**src/rtl/bounce_box_src.sv**
```systemverilog
// Test-pattern source: a coloured square bounces inside a one-pixel border.
// Pixels are produced on request with one cycle of latency.
module bounce_box_src #(
  parameter int BITS_PER_COLOR = 8,
  parameter int BOX_SIZE       = 32,
  parameter int STEP           = 2
) (
  input  logic                          i_pixclk,
  input  logic                          i_reset_n,
  input  logic [10:0]                   i_width,
  input  logic [10:0]                   i_height,
  input  logic                          i_rd,
  input  logic                          i_newline,
  input  logic                          i_newframe,
  output logic [3*BITS_PER_COLOR-1:0]   o_pixel
);

  localparam int PW = 12;
  localparam logic [PW-1:0] BOX_W  = PW'(BOX_SIZE);
  localparam logic [PW-1:0] STEP_W = PW'(STEP);
  // 0x40 per channel, kept MSB-aligned for any channel width.
  localparam logic [BITS_PER_COLOR-1:0] BORDER_CH =
    (BITS_PER_COLOR >= 2) ? (BITS_PER_COLOR'(1) << (BITS_PER_COLOR - 2)) : '0;

  typedef struct packed {
    logic [10:0] pos;
    logic        neg;
    logic        bounce;
  } axis_t;

  function automatic axis_t move_axis(input logic [10:0] pos,
                                      input logic        neg,
                                      input logic [10:0] lim);
    axis_t       r;
    logic [PW-1:0] nx;
    logic [PW-1:0] lim_w;
    r.pos    = pos;
    r.neg    = neg;
    r.bounce = 1'b0;
    lim_w    = {1'b0, lim};
    nx       = {1'b0, pos} + STEP_W;
    if (lim_w <= BOX_W) begin
      r.pos = '0;
    end else if (!neg) begin
      if (nx + BOX_W > lim_w) begin
        r.pos    = 11'(lim_w - BOX_W);
        r.neg    = 1'b1;
        r.bounce = 1'b1;
      end else begin
        r.pos = 11'(nx);
      end
    end else begin
      if ({1'b0, pos} < STEP_W) begin
        r.pos    = '0;
        r.neg    = 1'b0;
        r.bounce = 1'b1;
      end else begin
        r.pos = 11'({1'b0, pos} - STEP_W);
      end
    end
    return r;
  endfunction

  logic [10:0]                 r_col, r_row;
  logic [10:0]                 r_bx, r_by;
  logic                        r_dx_neg, r_dy_neg;
  logic [2:0]                  r_cidx;
  logic [3*BITS_PER_COLOR-1:0] r_pixel;

  axis_t                       w_mx, w_my;
  logic                        w_bounce;
  logic                        w_in_box, w_border;
  logic [3*BITS_PER_COLOR-1:0] w_colour;

  // NOTE: every signal driven here gets a default first so no path leaves
  // it unassigned; otherwise synthesis infers a latch.
  always_comb begin
    w_mx     = move_axis(r_bx, r_dx_neg, i_width);
    w_my     = move_axis(r_by, r_dy_neg, i_height);
    w_bounce = w_mx.bounce | w_my.bounce;

    w_in_box = ({1'b0, r_col} >= {1'b0, r_bx}) && ({1'b0, r_col} < {1'b0, r_bx} + BOX_W) &&
               ({1'b0, r_row} >= {1'b0, r_by}) && ({1'b0, r_row} < {1'b0, r_by} + BOX_W);
    w_border = (r_col == 11'd0) || (r_row == 11'd0) ||
               (r_col == i_width - 11'd1) || (r_row == i_height - 11'd1);

    w_colour = '0;
    if (w_in_box) begin
      w_colour = {{BITS_PER_COLOR{r_cidx[2]}},
                  {BITS_PER_COLOR{r_cidx[1]}},
                  {BITS_PER_COLOR{r_cidx[0]}}};
    end else if (w_border) begin
      w_colour = {BORDER_CH, BORDER_CH, BORDER_CH};
    end
  end

  // NOTE: sequential state uses non-blocking assignments so every register
  // samples the pre-edge values, independent of statement order.
  always_ff @(posedge i_pixclk or negedge i_reset_n) begin
    if (!i_reset_n) begin
      r_col    <= '0;
      r_row    <= '0;
      r_bx     <= '0;
      r_by     <= '0;
      r_dx_neg <= 1'b0;
      r_dy_neg <= 1'b0;
      r_cidx   <= 3'd7;
      r_pixel  <= '0;
    end else if (i_newframe) begin
      r_col    <= '0;
      r_row    <= '0;
      r_bx     <= w_mx.pos;
      r_dx_neg <= w_mx.neg;
      r_by     <= w_my.pos;
      r_dy_neg <= w_my.neg;
      // A frame bouncing on both axes still advances the colour only once.
      if (w_bounce) r_cidx <= (r_cidx == 3'd7) ? 3'd1 : r_cidx + 3'd1;
    end else if (i_newline) begin
      r_col <= '0;
      if (r_row != 11'h7FF) r_row <= r_row + 11'd1;
    end else if (i_rd) begin
      r_pixel <= w_colour;
      if (r_col != 11'h7FF) r_col <= r_col + 11'd1;
    end
  end

  assign o_pixel = r_pixel;

endmodule

```
**config.mk**
```make
export PLATFORM = sky130hd
export DESIGN_NAME = bounce_box_src
export DESIGN_NICKNAME = d
export VERILOG_FILES = /design/src/rtl/bounce_box_src.sv
export SDC_FILE = /design/constraint.sdc
export NUM_CORES = 1
export LEC_CHECK = 0
export CAP_MARGIN = 5
export CORE_AREA = 10 10 152 154
export DETAILED_ROUTE_END_ITERATION = 7
export DIE_AREA = 0 0 162 164
export PLACE_DENSITY_LB_ADDON = 0.25
export SYNTH_ARGS = -nofsm -noshare
export SYNTH_HDL_FRONTEND = slang
export SYNTH_SLANG_ARGS = --single-unit
export TNS_END_PERCENT = 100
```
**constraint.sdc**
```tcl
create_clock -name i_pixclk -period 6.58 [get_ports i_pixclk]
set_input_delay 0.658 -clock i_pixclk [delete_from_list [all_inputs] [get_ports i_pixclk]]
set_output_delay 0.658 -clock i_pixclk [all_outputs]
set_load 0.01 [all_outputs]
```
; ---- Word level (Yosys, flattened, before mapping)
; Cells that the tools add are included.
[op_classes]
bitwise = 5
add_sub_neg = 15
reduce_logical = 18
muxes = 24
n_eq_ne = 5
magnitude_cmp = 10
[ops]
columns = op, n
row1 = 11-bit 2-to-1 mux, 13
row2 = 13-bit 2-to-1 mux, 2
row3 = "11-bit by 2-bit adder with 12-bit output, second input constant", 2
row4 = "11-bit by 6-bit adder with 12-bit output, second input constant", 2
row5 = "12-bit by 6-bit adder with 12-bit output, second input constant", 2
row6 = 12-bit by 11-bit greater-than comparator with 1-bit output, 2
row7 = 11-bit by 12-bit less-than comparator with 1-bit output, 2
row8 = 24-bit 2-to-1 mux, 1
row9 = 23-bit 2-to-1 mux, 1
row10 = "11-bit by 1-bit adder with 11-bit output, second input constant", 2
row11 = 11-bit equality test, 2
row12 = 11-bit greater-or-equal comparator, 2
row13 = "11-bit by 6-bit <= comparator with 1-bit output, second input constant", 2
row14 = 11-bit zero test, 2
row15 = "11-bit by 2-bit less-than comparator with 1-bit output, second input constant", 2
row16 = "11-bit != test, second input constant", 2
row17 = "11-bit by 1-bit subtractor with 11-bit output, second input constant", 2
row18 = "11-bit by 2-bit subtractor with 11-bit output, second input constant", 2
row19 = "11-bit by 6-bit subtractor with 11-bit output, second input constant", 2
row20 = 2-bit AND reduction, 5
row21 = 2-bit 2-to-1 mux, 4
row22 = 3-bit nonzero test, 2
row23 = 1-bit inverter, 4
row24 = 2-bit nonzero test, 2
row25 = other kinds (8), 13
[totals]
ff_bits = 73
input_bits = 27
word_cells = 85

; ---- Depth between registers and ports, before layout
; Gate-level depths: netlist (run 1).
[depth]
ltp_word = 8
depth_mapped = 18

; ---- Worst setup path before layout (run 1)
; Ideal clock, no wire load.
[synth_path]
kind = reg-to-reg
start = register r_bx[1]
end = register r_cidx[2]
setup_slack_ns = 2.895
setup_ns = 0.085
period_less_slack_ns = 3.685
path_stages_with_launch = 17
t_arrival_ns = 3.600
cell_sequence = dfrtp_1 -> ha_1 -> nand3_1 -> and2_1 -> or2_2 -> ha_1 -> nand2_1 -> xor2_1 -> ha_1 -> a21o_1 -> a21oi_1 -> nor3b_1 -> a221oi_1 -> nor3_2 -> o21a_1 -> o22ai_2 -> mux2_1
[synth_between]
elab_chain_len = 8
[synth_rtl]
columns = element, line_no
row1 = from (decl), 65  ; logic [10:0] r_bx, r_by;
row2 = from (signal assigned), 112  ; r_bx <= w_mx.pos;
row3 = 11-bit by 2-bit adder with 12-bit output, 41  ; nx = {1'b0, pos} + STEP_W;
row4 = 12-bit by 6-bit adder with 12-bit output, 45  ; if (nx + BOX_W > lim_w) begin
row5 = 12-bit by 11-bit greater-than comparator with 1-bit output, 45
row6 = 2-bit 2-to-1 mux, 45
row7 = 13-bit 2-to-1 mux *, 44  ; end else if (!neg) begin
row8 = 1-bit 2-to-1 mux *, 42  ; if (lim_w <= BOX_W) begin
row9 = 1-bit OR *, 80  ; w_bounce = w_mx.bounce | w_my.bounce;
row10 = 2-bit AND reduction (no source line) *, --
row11 = to (signal assigned), 117  ; if (w_bounce) r_cidx <= (r_cidx == 3'd7) ? 3'd1 : r_cidx + 3'd1;
row12 = to (decl), 67  ; logic [2:0] r_cidx;
; Every way passes the cells marked *; elsewhere a longest branch is shown, timed or not.
; A chain may end at the register's enable or synchronous reset.

; ---- Worst setup path in the final report (run 1)
; Ends and elaborated chain as after synthesis.

==> results_dict.tcl, run 1 <==
set metrics [dict create \
    pin_count 51 \
    design_power_total_w 0.002044 \
    area_growth_pct 11.97 \
    setup_viol 0 \
    core_region_area_sq_um 20040 \
    dp_hpwl_um 13420 \
    clock_latency_ns 0.31 \
    ys_seq_area_share_pct 22.50 \
    cts_buffer_depth 2 \
    port_buffers 50 \
    hold_viol 0 \
    die-area_sq_um 26570 \
    numClockSinks 55 \
    cts_setup_buffers 0 \
    ys_types 75 \
    grt_overflow 0 \
    via_per_inst 5.177 \
    finalSetupTns_ns 0 \
    dp_cells 1030 \
    final_cell_mix "ha_1, inv_1, nor2_1, xnor2_1, nand2_1" \
    initial_core_util_pct 30.61 \
    track_usage_pct 12.86 \
    max_slew.worst_pin.slew_ns 1.145 \
    fp.dieH_um 164 \
    cts_tree "done" \
    die_x_um 162 \
    r2r_cells 16 \
    critPathLaunchType "register" \
    diodes 0 \
    synth_flop_cell "dfrtp_1" \
    status "complete, no violations" \
    drv_cap 0 \
    grt_pass1_wl_um 27660 \
    r2r_end "r_cidx[2]" \
    critPathMaxFanout 10 \
    period_share_pct 63.94 \
    fin_nets 870 \
    yosys_warnings 0 \
    drcViolationCount 0 \
    routedWlPerCell_um 16.46 \
    drive_above_1_share_pct 5.469 \
    ant_nets 0 \
    cp.arrival_ns 4.45 \
    drt_first_pass_iters 5 \
    grt_start_max_net_pins 56 \
    antenna_found_initial 0 \
    slew_headroom_pct 23.22 \
    postCtsResizedCells 0 \
    critPathRequiredTime_ns 6.82 \
    clockRootBuffer "clkbuf_16" \
    path_clk_slew_ns 0.08 \
    h-tree-depth 2 \
    seq_area_sq_um 1380 \
    vias 5374 \
    rows 52 \
    instances_no_fill 1038 \
    numCtsBuffers 5 \
    critPathLaunch "r_bx[1]" \
    syn_inst 754 \
    synth_area_per_cell_sq_um 8.134 \
    timing.rr.start "r_bx[1]" \
    power_per_cell_area_nw_per_um2 297.6 \
    routed_wl_um 17080 \
    gp_congestion 0.8765 \
    worst_setup_path_end_kind "register" \
    fillers 2155 \
    first_global_vias 5172 \
    multi_input_area_sq_um 4240 \
    min_period_ns 4.207 \
    syn_area_sq_um 6133 \
    utilization_pct 34.27 \
    skew_ns 0.01060 \
    ys_ff_latch 55 \
    ys_async_sr_fraction_pct 100.0 \
    ir_drop_mv 0.1582 \
    max_freq_ghz 0.2377 \
    synth_edf_count 0 \
    min_path_type "in -> async" \
    syn_nets 857 \
    leakage_nw 2.870 \
    drv_slew 0 \
    reg2reg_slack_ns 2.37 \
    ctsHoldBuffers 0 \
    layout_commonest_cell "ha_1" \
    criticalPathCategory "reg -> reg" \
    rsz0062_at_grt "no" \
    drt_iter0_markers 427 \
]
==> registers in the layout, summed over array words and instances, names as in the netlist <==
register,flops
r_col,11
r_bx,11
o_pixel,6
r_row,11
r_dy_neg,1
r_dx_neg,1
r_cidx,3
r_by,11
==> cells in the mapped netlist (8+ instances only) <==
cell	number	area share (%)
nor4_1	9	0.92
nor3_1	23	1.9
or2_2	8	0.82
or3_1	10	1.0
o21ai_1	11	0.90
ha_1	76	16
nor2_1	58	3.5
buf_2	8	0.65
xor2_1	26	3.7
xnor2_1	57	8.1
nand4_1	16	1.6
a21oi_1	37	3.0
clkbuf_1	13	0.80
nand2_1	53	3.2
o21ai_0	27	2.2
inv_1	61	3.7
dfrtp_1	52	21
nand3_1	37	3.0
a31oi_1	8	0.82
mux2i_1	8	1.3
o31ai_1	8	0.98
buf_4	22	2.7
==> per-layer routing <==
| layer | routed length, um | track usage, % |
|---|---|---|
| met1 | 8065 | 16.63 |
| met2 | 7996 | 21.71 |
| met3 | 689 | 2.128 |
| met4 | 331 | 3.350 |
| met5 | 0 | 0 |
==> per-stage QoR <==
stage	hold slack [ns]	cell area, sq um	setup slack (ns)
finish	0.4846	6868	2.373
global route	0.5528	6868	1.920
CTS	0.4955	6868	2.364
detailed placement	0.4768	6709	2.364
global placement	0.4724	6709	2.456
floorplan	0.3624	6133	2.895
==> layout make-up <==
cell class	count	area share, %
clock buffers	6	2.022
clock inverters	2	0.2915
inverters	64	3.498
multi-input cells	589	61.74
flip-flops and latches	55	20.09
well taps	270	4.919
repair buffers	52	7.433
==> kinds of logic after synthesis <==
family | Yosys count | share of synthesized area (%)
and+or+nand+nor | 262 | 22.36
AOI/OAI and AO/OA | 157 | 17.48
buffers and inverters | 110 | 8.364
xor gates and xnor gates | 84 | 12.12
adders and majority gates | 76 | 15.50
DFF | 55 | 22.50
muxes | 10 | 1.673
==> power by group <==
group | switching [W] | leakage [nW] | internal, W
sequential | 0.000153 | 0.713 | 0.000425
combinational | 0.000668 | 2.08 | 0.000498
clock | 0.000145 | 0.0790 | 0.000156
==> worst max-delay path by stage <==
stage	endpoint	slack (ns)
after floorplan	r_cidx[2]	2.90
after global placement	r_cidx[2]	2.46
after detailed placement	r_cidx[2]	2.36
after CTS	r_cidx[2]	2.36
after global routing	r_by[8]	1.92
final	r_cidx[2]	2.37
==> critical path, stage by stage (launching register included) <==
cell and delay [ns]:
dfrtp_1 0.47, ha_1 0.30, nand3_1 0.16, and2_1 0.21
or2_2 0.30, ha_1 0.22, nand2_1 0.08, xor2_1 0.15
ha_1 0.26, a21o_1 0.16, a21oi_1 0.18, nor3b_1 0.20
a221oi_1 0.14, nor3_2 0.67, o21a_1 0.20, o22ai_2 0.11
mux2_1 0.34
(Power assumes the default switching activity.)
==> run 2, diff against run 1 <==
clock period = 3.8 ns   (was 6.58 ns; I/O delays follow)
==> results_dict.tcl, run 2 (synthesis gave the netlist of run 1 again) <==
set metrics [dict create \
    max_freq_ghz 0.2796 \
    track_usage_pct 13.53 \
    max_stage_delay_ns 0.43 \
    numClockSinks 55 \
    critPathRequiredTime_ns 3.97 \
    ir_drop_mv 0.2333 \
    clockRootBuffer "clkbuf_16" \
    area_growth_pct 18.40 \
    cts_tree "done" \
    dp_hpwl_um 14180 \
    post-place-ws_ns 0.1074 \
    routedWlPerCell_um 16.46 \
    grtUsageMet2_pct 22.78 \
    setup_slack_ns 0.2237 \
    critPathLaunchType "register" \
    grt_pass1_wl_um 29250 \
    max_slew.worst_pin.slew_ns 0.8278 \
    min_period_ns 3.576 \
    drt_first_pass_iters 4 \
    initial_core_util_pct 30.61 \
    crit_slowest_cell "or3_4" \
    crit_chain "buf_4 > nand4_2 > or2_4 > xnor2_2 > inv_1 > ha_2 > nand2_1 > xor2_1 > ha_1 > a21o_1 > a21oi_2 > nor3b_2 > a221oi_2 > or3_4 > o41ai_1 > o21ai_1" \
    drcViolationCount 0 \
    path_clk_slew_ns 0.08 \
    setup_viol 0 \
    worst_setup_path_end_kind "register" \
    cp.arrival_ns 3.75 \
    r2r_end "r_bx[5]" \
    hold_viol 0 \
    routed_wl_um 17730 \
    skew_ns 0.009043 \
    reg2reg_slack_ns 0.22 \
    min_path_type "in -> async" \
    rows 52 \
    gp_congestion 0.8791 \
    die-area_sq_um 26570 \
    numCtsBuffers 5 \
    final_cell_mix "ha_1, inv_1, nor2_1, xnor2_1, nand2_1" \
    fin_nets 909 \
    fp.dieH_um 164 \
    cts_buffer_depth 2 \
    power_per_cell_area_nw_per_um2 535.9 \
    via_per_inst 5.025 \
    core_region_area_sq_um 20040 \
    critPathMaxFanout 4 \
    port_buffers 50 \
    drv_cap 0 \
    timing.rr.start "r_bx[2]" \
    utilization_pct 36.24 \
    drt_iter0_markers 285 \
    finalSetupTns_ns 0 \
    period_share_pct 94.11 \
    pin_count 51 \
    layout_commonest_cell "ha_1" \
    antenna_found_initial 0 \
    die_x_um 162 \
    diodes 0 \
    drv_slew 0 \
    leakage_nw 3.074 \
    vias 5412 \
    use_met1_pct 17.26 \
    instances_no_fill 1077 \
    clock_latency_ns 0.31 \
    h-tree-depth 2 \
    dp_cells 1061 \
    grt_start_max_net_pins 34 \
    fin_hold_ws_ns 0.1662 \
    criticalPathCategory "reg -> reg" \
    grt_overflow 0 \
    status "complete, no violations" \
    busiest_layer "met2" \
    first_global_vias 5491 \
    ant_nets 0 \
    drive_above_1_share_pct 13.14 \
    r2r_cells 16 \
    use_met3_pct 2.328 \
    slew_headroom_pct 44.81 \
]
-- run 2: cell types whose count changed in the layout (fill, tap and decap cells not counted), moves of 2 or more --
cell and delta:
xnor2_2 +3, ha_1 -2, a21oi_1 -2, xnor2_1 -3
ha_2 +2, buf_4 +38, dfrtp_2 +7, nor2_2 +2
a21oi_2 +2, dfrtp_1 -7, nor2_1 -2
-- run 2: through the flow --
step | total power, W | instance area, sq um
3_3_place_gp | 0.003255 | 6942
4_1_cts | 0.003760 | 7087
5_1_grt | 0.004250 | 7262
3_5_place_dp | 0.003249 | 6942
6_report | 0.003892 | 7262
2_1_floorplan | 0.002526 | 6133
-- run 2: worst max-delay path, delay by kind of cell (launching register included) --
| kind | cells | cell delay (ns) |
|---|---|---|
| fa+ha+maj | 2 | 0.52 |
| compound gates | 5 | 0.92 |
| buf+inv | 2 | 0.21 |
| simple gates | 5 | 1.12 |
| flops | 1 | 0.38 |
| xor+xnor | 2 | 0.27 |
-- run 2: how the worst max path moves through the flow --
| stage | from | endpoint |
|---|---|---|
| after CTS | r_bx[3] | r_bx[6] |
| after floorplan | r_bx[1] | r_cidx[2] |
| after global placement | r_by[5] | r_by[1] |
| after detailed placement | r_bx[3] | r_bx[6] |
| after global routing | r_bx[2] | r_cidx[1] |
| final | r_bx[2] | r_bx[5] |
-- run 2: what timing repair did --
action	CTS	global route
setup buffers	0	8
resized for setup	0	29
endpoints found under the setup margin	0	25
hold buffers	0	0
-- run 2: layer usage --
layer	vias to the layer above	share of wire, %
li1	2786	-
met2	89	47
met4	0	2.1
met5	-	0
met3	21	3.5
met1	2516	47
-- run 2: cell type report --
| class | count | area (sq um) |
|---|---|---|
| Fill cell | 2147 | 12780 |
| Multi-Input combinational cell | 589 | 4343 |
| Sequential cell | 55 | 1389 |
| Timing Repair Buffer | 91 | 807.0 |
| Tap cell | 270 | 337.8 |
| Inverter | 64 | 240.2 |
| Clock buffer | 6 | 128.9 |
| Clock inverter | 2 | 16.27 |
-- run 2: report_power, final --
group          switching (W)  internal, W
combinational        0.00132      0.00111
clock               0.000236     0.000248
sequential          0.000231     0.000743
